<file path="src/rtl/periph_bridge.sv">
// periph_bridge
//   Bridges CPU load/store requests onto the shared memory-mapped peripheral bus.
//   Each accepted request is decoded against a table of address windows. It is then
//   driven on the peripheral bus for one cycle, with the write strobe gated to the
//   selected slot. Optional settle cycles follow. The selected slot's response is then
//   registered and held until the CPU accepts it.
// Ports
//   clk, aresetn                     clock, asynchronous active-low reset
//   i_cpu_req_*/o_cpu_req_ready      CPU request channel (valid/ready)
//   o_cpu_res_*/i_cpu_res_ready      CPU response channel (valid/ready)
//   o_per_req_*                      shared peripheral request bus (per-slot write strobe)
//   i_per_res_rd_data/i_per_res_code packed per-slot responses, slot i at index i
module periph_bridge #(
  parameter int ADDR_W      = 32,
  parameter int WORD_W      = 32,
  parameter int MEM_COUNT_W = 2,
  parameter int MEM_CODE_W  = 2,
  parameter int NUM_PERIPH  = 2,
  parameter logic [NUM_PERIPH*ADDR_W-1:0] PERIPH_BASE = {ADDR_W'(16), ADDR_W'(0)},
  parameter logic [NUM_PERIPH*ADDR_W-1:0] PERIPH_SIZE = {ADDR_W'(4), ADDR_W'(5)},
  parameter int WAIT_CYCLES = 0,
  parameter logic [MEM_CODE_W-1:0] ERR_CODE = MEM_CODE_W'(1)
) (
  input  logic                         clk,
  input  logic                         aresetn,
  input  logic                         i_cpu_req_valid,
  output logic                         o_cpu_req_ready,
  input  logic [ADDR_W-1:0]            i_cpu_req_addr,
  input  logic [WORD_W-1:0]            i_cpu_req_wr_data,
  input  logic                         i_cpu_req_wr_en,
  input  logic [MEM_COUNT_W-1:0]       i_cpu_req_count,
  output logic                         o_cpu_res_valid,
  input  logic                         i_cpu_res_ready,
  output logic [WORD_W-1:0]            o_cpu_res_rd_data,
  output logic [MEM_CODE_W-1:0]        o_cpu_res_code,
  output logic [ADDR_W-1:0]            o_per_req_addr,
  output logic [WORD_W-1:0]            o_per_req_wr_data,
  output logic [NUM_PERIPH-1:0]        o_per_req_wr_en,
  output logic [MEM_COUNT_W-1:0]       o_per_req_count,
  input  logic [NUM_PERIPH*WORD_W-1:0] i_per_res_rd_data,
  input  logic [NUM_PERIPH*MEM_CODE_W-1:0] i_per_res_code
);

  localparam int SEL_W = (NUM_PERIPH > 1) ? $clog2(NUM_PERIPH) : 1;
  // Settle counter reload: SETTLE lasts exactly WAIT_CYCLES cycles, counting down to zero.
  localparam logic [3:0] WAIT_LAST = (WAIT_CYCLES > 0) ? 4'(WAIT_CYCLES - 1) : 4'd0;

  typedef enum logic [1:0] {
    ST_IDLE   = 2'd0,
    ST_ISSUE  = 2'd1,
    ST_SETTLE = 2'd2,
    ST_RESP   = 2'd3
  } state_t;

  state_t                  state_r;
  logic [ADDR_W-1:0]       per_addr_r;
  logic [WORD_W-1:0]       per_wr_data_r;
  logic [NUM_PERIPH-1:0]   per_wr_en_r;
  logic [MEM_COUNT_W-1:0]  per_count_r;
  logic [SEL_W-1:0]        sel_r;
  logic                    hit_r;
  logic [3:0]              wait_cnt_r;
  logic                    res_valid_r;
  logic [WORD_W-1:0]       res_rd_data_r;
  logic [MEM_CODE_W-1:0]   res_code_r;

  logic                    hit_s;
  logic [SEL_W-1:0]        sel_s;
  logic [NUM_PERIPH-1:0]   wr_strobe_s;
  logic [WORD_W-1:0]       rsp_data_s;
  logic [MEM_CODE_W-1:0]   rsp_code_s;

  // Address decode of the incoming request; scanning from the top lets the lowest index win.
  always_comb begin
    logic [ADDR_W-1:0] base_v;
    logic [ADDR_W-1:0] size_v;
    hit_s  = 1'b0;
    sel_s  = '0;
    base_v = '0;
    size_v = '0;
    for (int i = NUM_PERIPH - 1; i >= 0; i--) begin
      base_v = PERIPH_BASE[i*ADDR_W +: ADDR_W];
      size_v = PERIPH_SIZE[i*ADDR_W +: ADDR_W];
      // The lower-bound test first guarantees the subtraction cannot wrap.
      if ((i_cpu_req_addr >= base_v) && ((i_cpu_req_addr - base_v) < size_v)) begin
        hit_s = 1'b1;
        sel_s = SEL_W'(i);
      end else begin
        hit_s = hit_s;
      end
    end
  end

  // Write strobe for the decoded slot; an unmapped request produces no strobe.
  always_comb begin
    wr_strobe_s = '0;
    if (hit_s) begin
      wr_strobe_s[sel_s] = i_cpu_req_wr_en;
    end else begin
      wr_strobe_s = '0;
    end
  end

  // Response mux for the captured slot; unmapped requests answer with zero data and ERR_CODE.
  always_comb begin
    rsp_data_s = '0;
    rsp_code_s = ERR_CODE;
    for (int i = 0; i < NUM_PERIPH; i++) begin
      if (hit_r && (sel_r == SEL_W'(i))) begin
        rsp_data_s = i_per_res_rd_data[i*WORD_W +: WORD_W];
        rsp_code_s = i_per_res_code[i*MEM_CODE_W +: MEM_CODE_W];
      end else begin
        rsp_data_s = rsp_data_s;
      end
    end
  end

  // Transaction FSM; every bus and response output comes straight from these registers.
  always_ff @(posedge clk or negedge aresetn) begin
    if (!aresetn) begin
      state_r       <= ST_IDLE;
      per_addr_r    <= '0;
      per_wr_data_r <= '0;
      per_wr_en_r   <= '0;
      per_count_r   <= '0;
      sel_r         <= '0;
      hit_r         <= 1'b0;
      wait_cnt_r    <= 4'd0;
      res_valid_r   <= 1'b0;
      res_rd_data_r <= '0;
      res_code_r    <= '0;
    end else begin
      case (state_r)
        ST_IDLE: begin
          if (i_cpu_req_valid) begin
            per_addr_r    <= i_cpu_req_addr;
            per_wr_data_r <= i_cpu_req_wr_data;
            per_wr_en_r   <= wr_strobe_s;
            per_count_r   <= i_cpu_req_count;
            sel_r         <= sel_s;
            hit_r         <= hit_s;
            state_r       <= ST_ISSUE;
          end else begin
            per_wr_en_r <= '0;
          end
        end
        ST_ISSUE: begin
          // The strobe lives only in ISSUE, so it can never repeat under backpressure.
          per_wr_en_r <= '0;
          if (WAIT_CYCLES == 0) begin
            res_valid_r   <= 1'b1;
            res_rd_data_r <= rsp_data_s;
            res_code_r    <= rsp_code_s;
            state_r       <= ST_RESP;
          end else begin
            wait_cnt_r <= WAIT_LAST;
            state_r    <= ST_SETTLE;
          end
        end
        ST_SETTLE: begin
          if (wait_cnt_r == 4'd0) begin
            res_valid_r   <= 1'b1;
            res_rd_data_r <= rsp_data_s;
            res_code_r    <= rsp_code_s;
            state_r       <= ST_RESP;
          end else begin
            wait_cnt_r <= wait_cnt_r - 4'd1;
          end
        end
        ST_RESP: begin
          if (i_cpu_res_ready) begin
            res_valid_r <= 1'b0;
            state_r     <= ST_IDLE;
          end else begin
            res_valid_r <= 1'b1;
          end
        end
        default: begin
          state_r     <= ST_IDLE;
          per_wr_en_r <= '0;
          res_valid_r <= 1'b0;
        end
      endcase
    end
  end

  assign o_cpu_req_ready   = (state_r == ST_IDLE);
  assign o_cpu_res_valid   = res_valid_r;
  assign o_cpu_res_rd_data = res_rd_data_r;
  assign o_cpu_res_code    = res_code_r;
  assign o_per_req_addr    = per_addr_r;
  assign o_per_req_wr_data = per_wr_data_r;
  assign o_per_req_wr_en   = per_wr_en_r;
  assign o_per_req_count   = per_count_r;

endmodule

</file>
<file path="config.mk">
export PLATFORM = sky130hd
export DESIGN_NAME = periph_bridge
export DESIGN_NICKNAME = d
export VERILOG_FILES = /design/src/rtl/periph_bridge.sv
export SDC_FILE = /design/constraint.sdc
export NUM_CORES = 1
export LEC_CHECK = 0
export ABC_AREA = 1
export CAP_MARGIN = 20
export CORE_UTILIZATION = 44
export CTS_BUF_LIST = sky130_fd_sc_hd__clkbuf_8
export DETAILED_ROUTE_END_ITERATION = 10
export PLACE_DENSITY = 0.92
export SLEW_MARGIN = 40
export SYNTH_ARGS = -nofsm -noshare
export SYNTH_HDL_FRONTEND = slang
export SYNTH_SLANG_ARGS = --single-unit
</file>
<file path="constraint.sdc">
create_clock -name clk -period 2.5 [get_ports clk]
set_clock_uncertainty 0.2 [all_clocks]
set_input_delay 0.75 -clock clk [delete_from_list [all_inputs] [get_ports clk]]
set_output_delay 0.75 -clock clk [all_outputs]
set_load 0.01 [all_outputs]
</file>
Word-level counts from Yosys, hierarchy flattened. Index checks and enable logic that the tools add are counted.

Muxes and demuxes: 23. Bitwise operators: 3. Order comparisons: 6. Add/sub/neg operators: 2. Reduce and logical (&&, ||, !) cells: 15. Equal/unequal tests: 6.

Operators with widths (number): two-way mux 32 bit (3); < comparator 32 x 3 -> 1 bit, second input constant (2); case mux 32 bit (2 select lines) (1); >= comparator 32 x 1 -> 1 bit, second input constant (1); >= comparator 32 x 5 -> 1 bit, second input constant (1); subtractor 32 x 5 -> 32 bit, second input constant (1); two-way mux 2 bit (8); case mux 2 bit (2 select lines) (2); case mux 2 bit (4 select lines) (1); AND reduction 2 bit (4); two-way mux 1 bit (6); != test 2 bit, second input constant (3); logical AND 1 bit (5); == test 2 bit, second input constant (2); zero test 4 bit (1); nonzero test 2 bit (2); subtractor 4 x 1 -> 4 bit, second input constant (1); case mux 1 bit (3 select lines) (1); AND reduction 3 bit (1); nonzero test 3 bit (1); bitwise AND 2 bit (1); == test 2 x 1 -> 1 bit, second input constant (1); zero test 2 bit (1); < comparator 1 x 2 -> 1 bit, second input constant (1); 3 further kinds (4).

Word-level logic and storage cells: 66. Input port bits: 139. Bits in registers: 111. Output and inout bits: 104.

Logic depth before layout (Yosys ltp).
Depth after elaboration: 13. Depth in mapped cells: 13. Depth with buffers taken out: 13.

Worst setup path before layout. No wires, ideal clock.

Path type: input -> register. Start point: input i_cpu_req_addr[10]. End point: register sel_r. Path buffers: 0. Setup slack: 420 ps. Stages on the path: 11. Arrival time: 1797 ps. Cells stage by stage: nor2_2 -> nand2_2 -> nor2_8 -> nand2_1 -> xor2_1 -> nand2_1 -> nor2_1 -> nand2_1 -> nor2_1 -> nand3_1 -> o21ai_0.

Longest elaborated chain between the ends: 5. Elaborated cells between the ends (all ways): 9.

Ends and longest elaborated chain: start: declaration (RTL line 28) `input logic [ADDR_W-1:0] i_cpu_req_addr,`; subtractor 32 x 5 -> 32 bit (RTL line 85) `if ((i_cpu_req_addr >= base_v) && ((i_cpu_req_addr - base_v) < size_v)) begin`; < comparator 32 x 3 -> 1 bit (RTL line 85); logical AND 1 bit (RTL line 85); two-way mux 1 bit (RTL line 85); two-way mux 1 bit (*) (RTL line 85); end signal: assignment (RTL line 140) `sel_r <= sel_s;`; end: declaration (RTL line 60) `logic [SEL_W-1:0] sel_r;`.

Mark *: on every way between the ends. The rest lies on a longest branch, timed or not. A chain may end at the register's enable or synchronous reset.

Worst setup path after layout.
Start point: register state_r[1]. End point: output o_cpu_req_ready.

Longest elaborated chain between the ends: 1.

Ends and longest elaborated chain: start: declaration (RTL line 55) `state_t state_r;`; start signal: assignment (RTL line 121) `state_r <= ST_IDLE;`; start signal: assignment (RTL line 142) `state_r <= ST_ISSUE;`; start signal: assignment (RTL line 154) `state_r <= ST_RESP;`; zero test 2 bit (RTL line 187) `assign o_cpu_req_ready = (state_r == ST_IDLE);`; end: declaration (RTL line 27) `output logic o_cpu_req_ready,`.

No other way between the ends.

==> flow_summary.yaml <==
sta:
  slew_headroom_pct: 64.8
  fin_crit_sh_pct: 95.2
  fmax_ghz: 0.420
  finalSetupTns_ns: 0
  setup_viol: 0
  period_minus_slack_ns: 2.38
  tightest_slew_ns: 0.527
  setup_ws_ns: 0.120
  slew_viol_final: 0
  hold_viol_final: 0
floorplanning:
  core_um2: 12200
  num_rows: 40
  die_x_um: 114
  top_level_ports: 243
  die_area_um2: 13100
  initial_core_util_pct: 45.8
  die_h_um: 114
yosys:
  yosys_warnings: 0
  seq_area_frac_synth_pct: 49.9
  synth_enable_flop_cells: 0
  syn_area_um2: 5570
  synth_cell_types: 30
  yosys.area.top_type: "dfrtp_1"
  synthTopCellsByArea: "dfrtp_1, nand2_1, nand3_1"
  async_flop_share_pct: 100
  syn-num-nets: 866
  ys_ff_latch: 111
  yosysTopAreaCellShare_pct: 49.9
  syn_avg_cell_area_um2: 7.72
  ys.flop_type: "dfrtp_1"
  syn_inst: 721
global_routing:
  antenna_found_initial: 0
  gr-total-overflow: 0
  grt_max_degree: 74
  grt_pass1_wl_um: 27700
  grt_usage_pct: 27.0
  grt_pass1_vias: 5737
critical_path:
  crit_required_ns: 1.55
  cp-startpoint: "state_r[1]$_DFFE_PN0P_"
  worst_setup_path_start_kind: "register"
  worstPathMaxFanout: 4
  crit_type: "register to primary output"
  crit_path_end_kind: "primary output"
  cp.arrival_ns: 1.43
  worst_r2r_startpoint: "wait_cnt_r[0]$_DFFE_PN0P_"
routing:
  vias: 5872
  totalWireLength_um: 17400
  ant_nets: 0
  drc: 0
  drt_iter0_markers: 401
  firstDrtPassIters: 5
  drt-wirelength-per-cell_um: 15.0
  routed_via_density: 5.07
final_layout:
  num-nets-final: 1131
  final_cells: 1158
  area_delta_synth_final_pct: 58.4
  final_layout_size_suffix_gt1_share_pct: 10.4
  n_antenna_cell: 0
clock_network:
  cts_inserted_buffers: 9
  clk_pin_slew_worst_paths_ns: 0.10
  cts_tree: "done"
  clk_latency_ns: 0.39
  clock-root-buffer: "clkbuf_8"
  cts_hold_buf: 0
  htree_levels: 3
  cts.sinks: 111
  cts_max_path_buffers: 2
hold_path:
  hold_path.class: "input pin to async pin"
run_status:
  outcome: "completed"
placed_design:
  placed_cells: 1142
  gp_congestion: 0.911
  pre_cts_slack_ns: -0.344
  port_buffers: 242
  hpwl_um: 13000
power_and_ir_drop:
  powerDensity_nw_per_um2: 977
  total_power_w: 0.00862
  power.leakage_nw: 4.09
  peakVddDrop_mv: 0.627
flow_run:
  maxCapViolations: 0
==> sequential cells by signal (all words and copies together), names as in the netlist <==
| signal | cells |
|---|---|
| sel_r | 1 |
| o_per_req_addr | 32 |
| o_per_req_wr_data | 32 |
| wait_cnt_r | 4 |
| hit_r | 1 |
| o_per_req_count | 2 |
| o_per_req_wr_en | 2 |
| o_cpu_res_code | 2 |
| o_cpu_res_rd_data | 32 |
| state_r | 2 |
| o_cpu_res_valid | 1 |
==> metrics by stage <==
step                      cell area (um2)  hold slack, ns  util (%)
after floorplan                      5570           0.249         -
after global placement               8490           0.260      69.8
after detailed placement             8490           0.264      69.8
after CTS                            8710          0.0357      71.6
after global routing                 8820          0.0488      72.5
final                                8820          0.0405      72.5
==> where the power goes <==
group	switching [W]	internal, W	leakage [nW]
registers	0.000479	0.00262	1.38
logic	0.00209	0.00225	2.60
clock network	0.000600	0.000580	0.113
total	0.00317	0.00545	4.09
==> cell families (layout without fill, tap and decap cells) <==
kind of cell	Yosys count	after routing	synth area share, %
xor+xnor	2	2	0.315
compound gates	71	71	7.35
flops	111	111	49.9
simple gates	452	452	35.6
buf+inv	79	348	5.51
fa+ha+maj	6	6	1.35
==> critical path, cell delays in order (launching register included) <==
cell,delay [ns]
dfrtp_1,0.41
inv_1,0.13
ha_2,0.23
dlygate4sd2_1,0.28
==> routing by layer <==
metal,global-route usage [%],up-vias,wire (um)
li1,-,2866,-
met1,33.1,2733,7250
met2,46.5,233,8660
met3,4.45,40,960
met4,12.3,0,520
met5,0,-,0
==> repair_timing <==
action / CTS / global route
buffers inserted: 0 / 1
setup endpoints to repair: 1 / 4
pin swaps: 0 / 11
resized for setup: 2 / 30
==> synth_stat cells (3+ instances only) <==
library cell and number:
nand2_1 229, dfrtp_1 111, nand3_1 91, nor2_1 90, inv_1 42, a31oi_1 34
o21ai_0 30, clkbuf_1 26, nor2_2 9, buf_2 8, nand4_1 8, ha_1 6
nand3b_1 6, nand2_2 4, nor2_4 4, a21oi_1 3
==> path summary, 6_finish.rpt <==
path	end	slack (ns)	cells after the start
worst max-delay path	o_cpu_req_ready	0.12	3
worst min-delay path	o_cpu_res_rd_data[2]$_DFFE_PN0P_	0.04	1
worst max register to register	o_cpu_res_code[0]$_DFFE_PN0P_	0.47	9
worst min register to register	o_per_req_wr_data[19]$_DFFE_PN0P_	0.28	2
max in group asynchronous	o_per_req_addr[6]$_DFFE_PN0P_	1.50	2
min in group clk	o_per_req_wr_data[19]$_DFFE_PN0P_	0.28	2
==> area by class of cell <==
class	count	area (um2)
Tap cell	168	210
Timing Repair Buffer	290	2880
Multi-Input combinational cell	531	2580
Inverter	43	163
Fill cell	914	3340
Clock buffer	10	138
Sequential cell	111	2780
Clock inverter	5	73.8
==> cell usage in the layout, fill, tap and decap left out, drive strengths merged, types with 3 or more instances in the layout <==
cell	instances
nand3	94
dfrtp	111
clkinv	3
nand3b	6
nor3	3
o21ai	32
nand2	234
nand4	8
inv	43
dlymetal6s2s	10
buf	49
clkbuf	10
clkdlybuf4s50	230
ha	6
nor2	104
a21oi	3
a31oi	34
(Power assumes the default switching activity.)
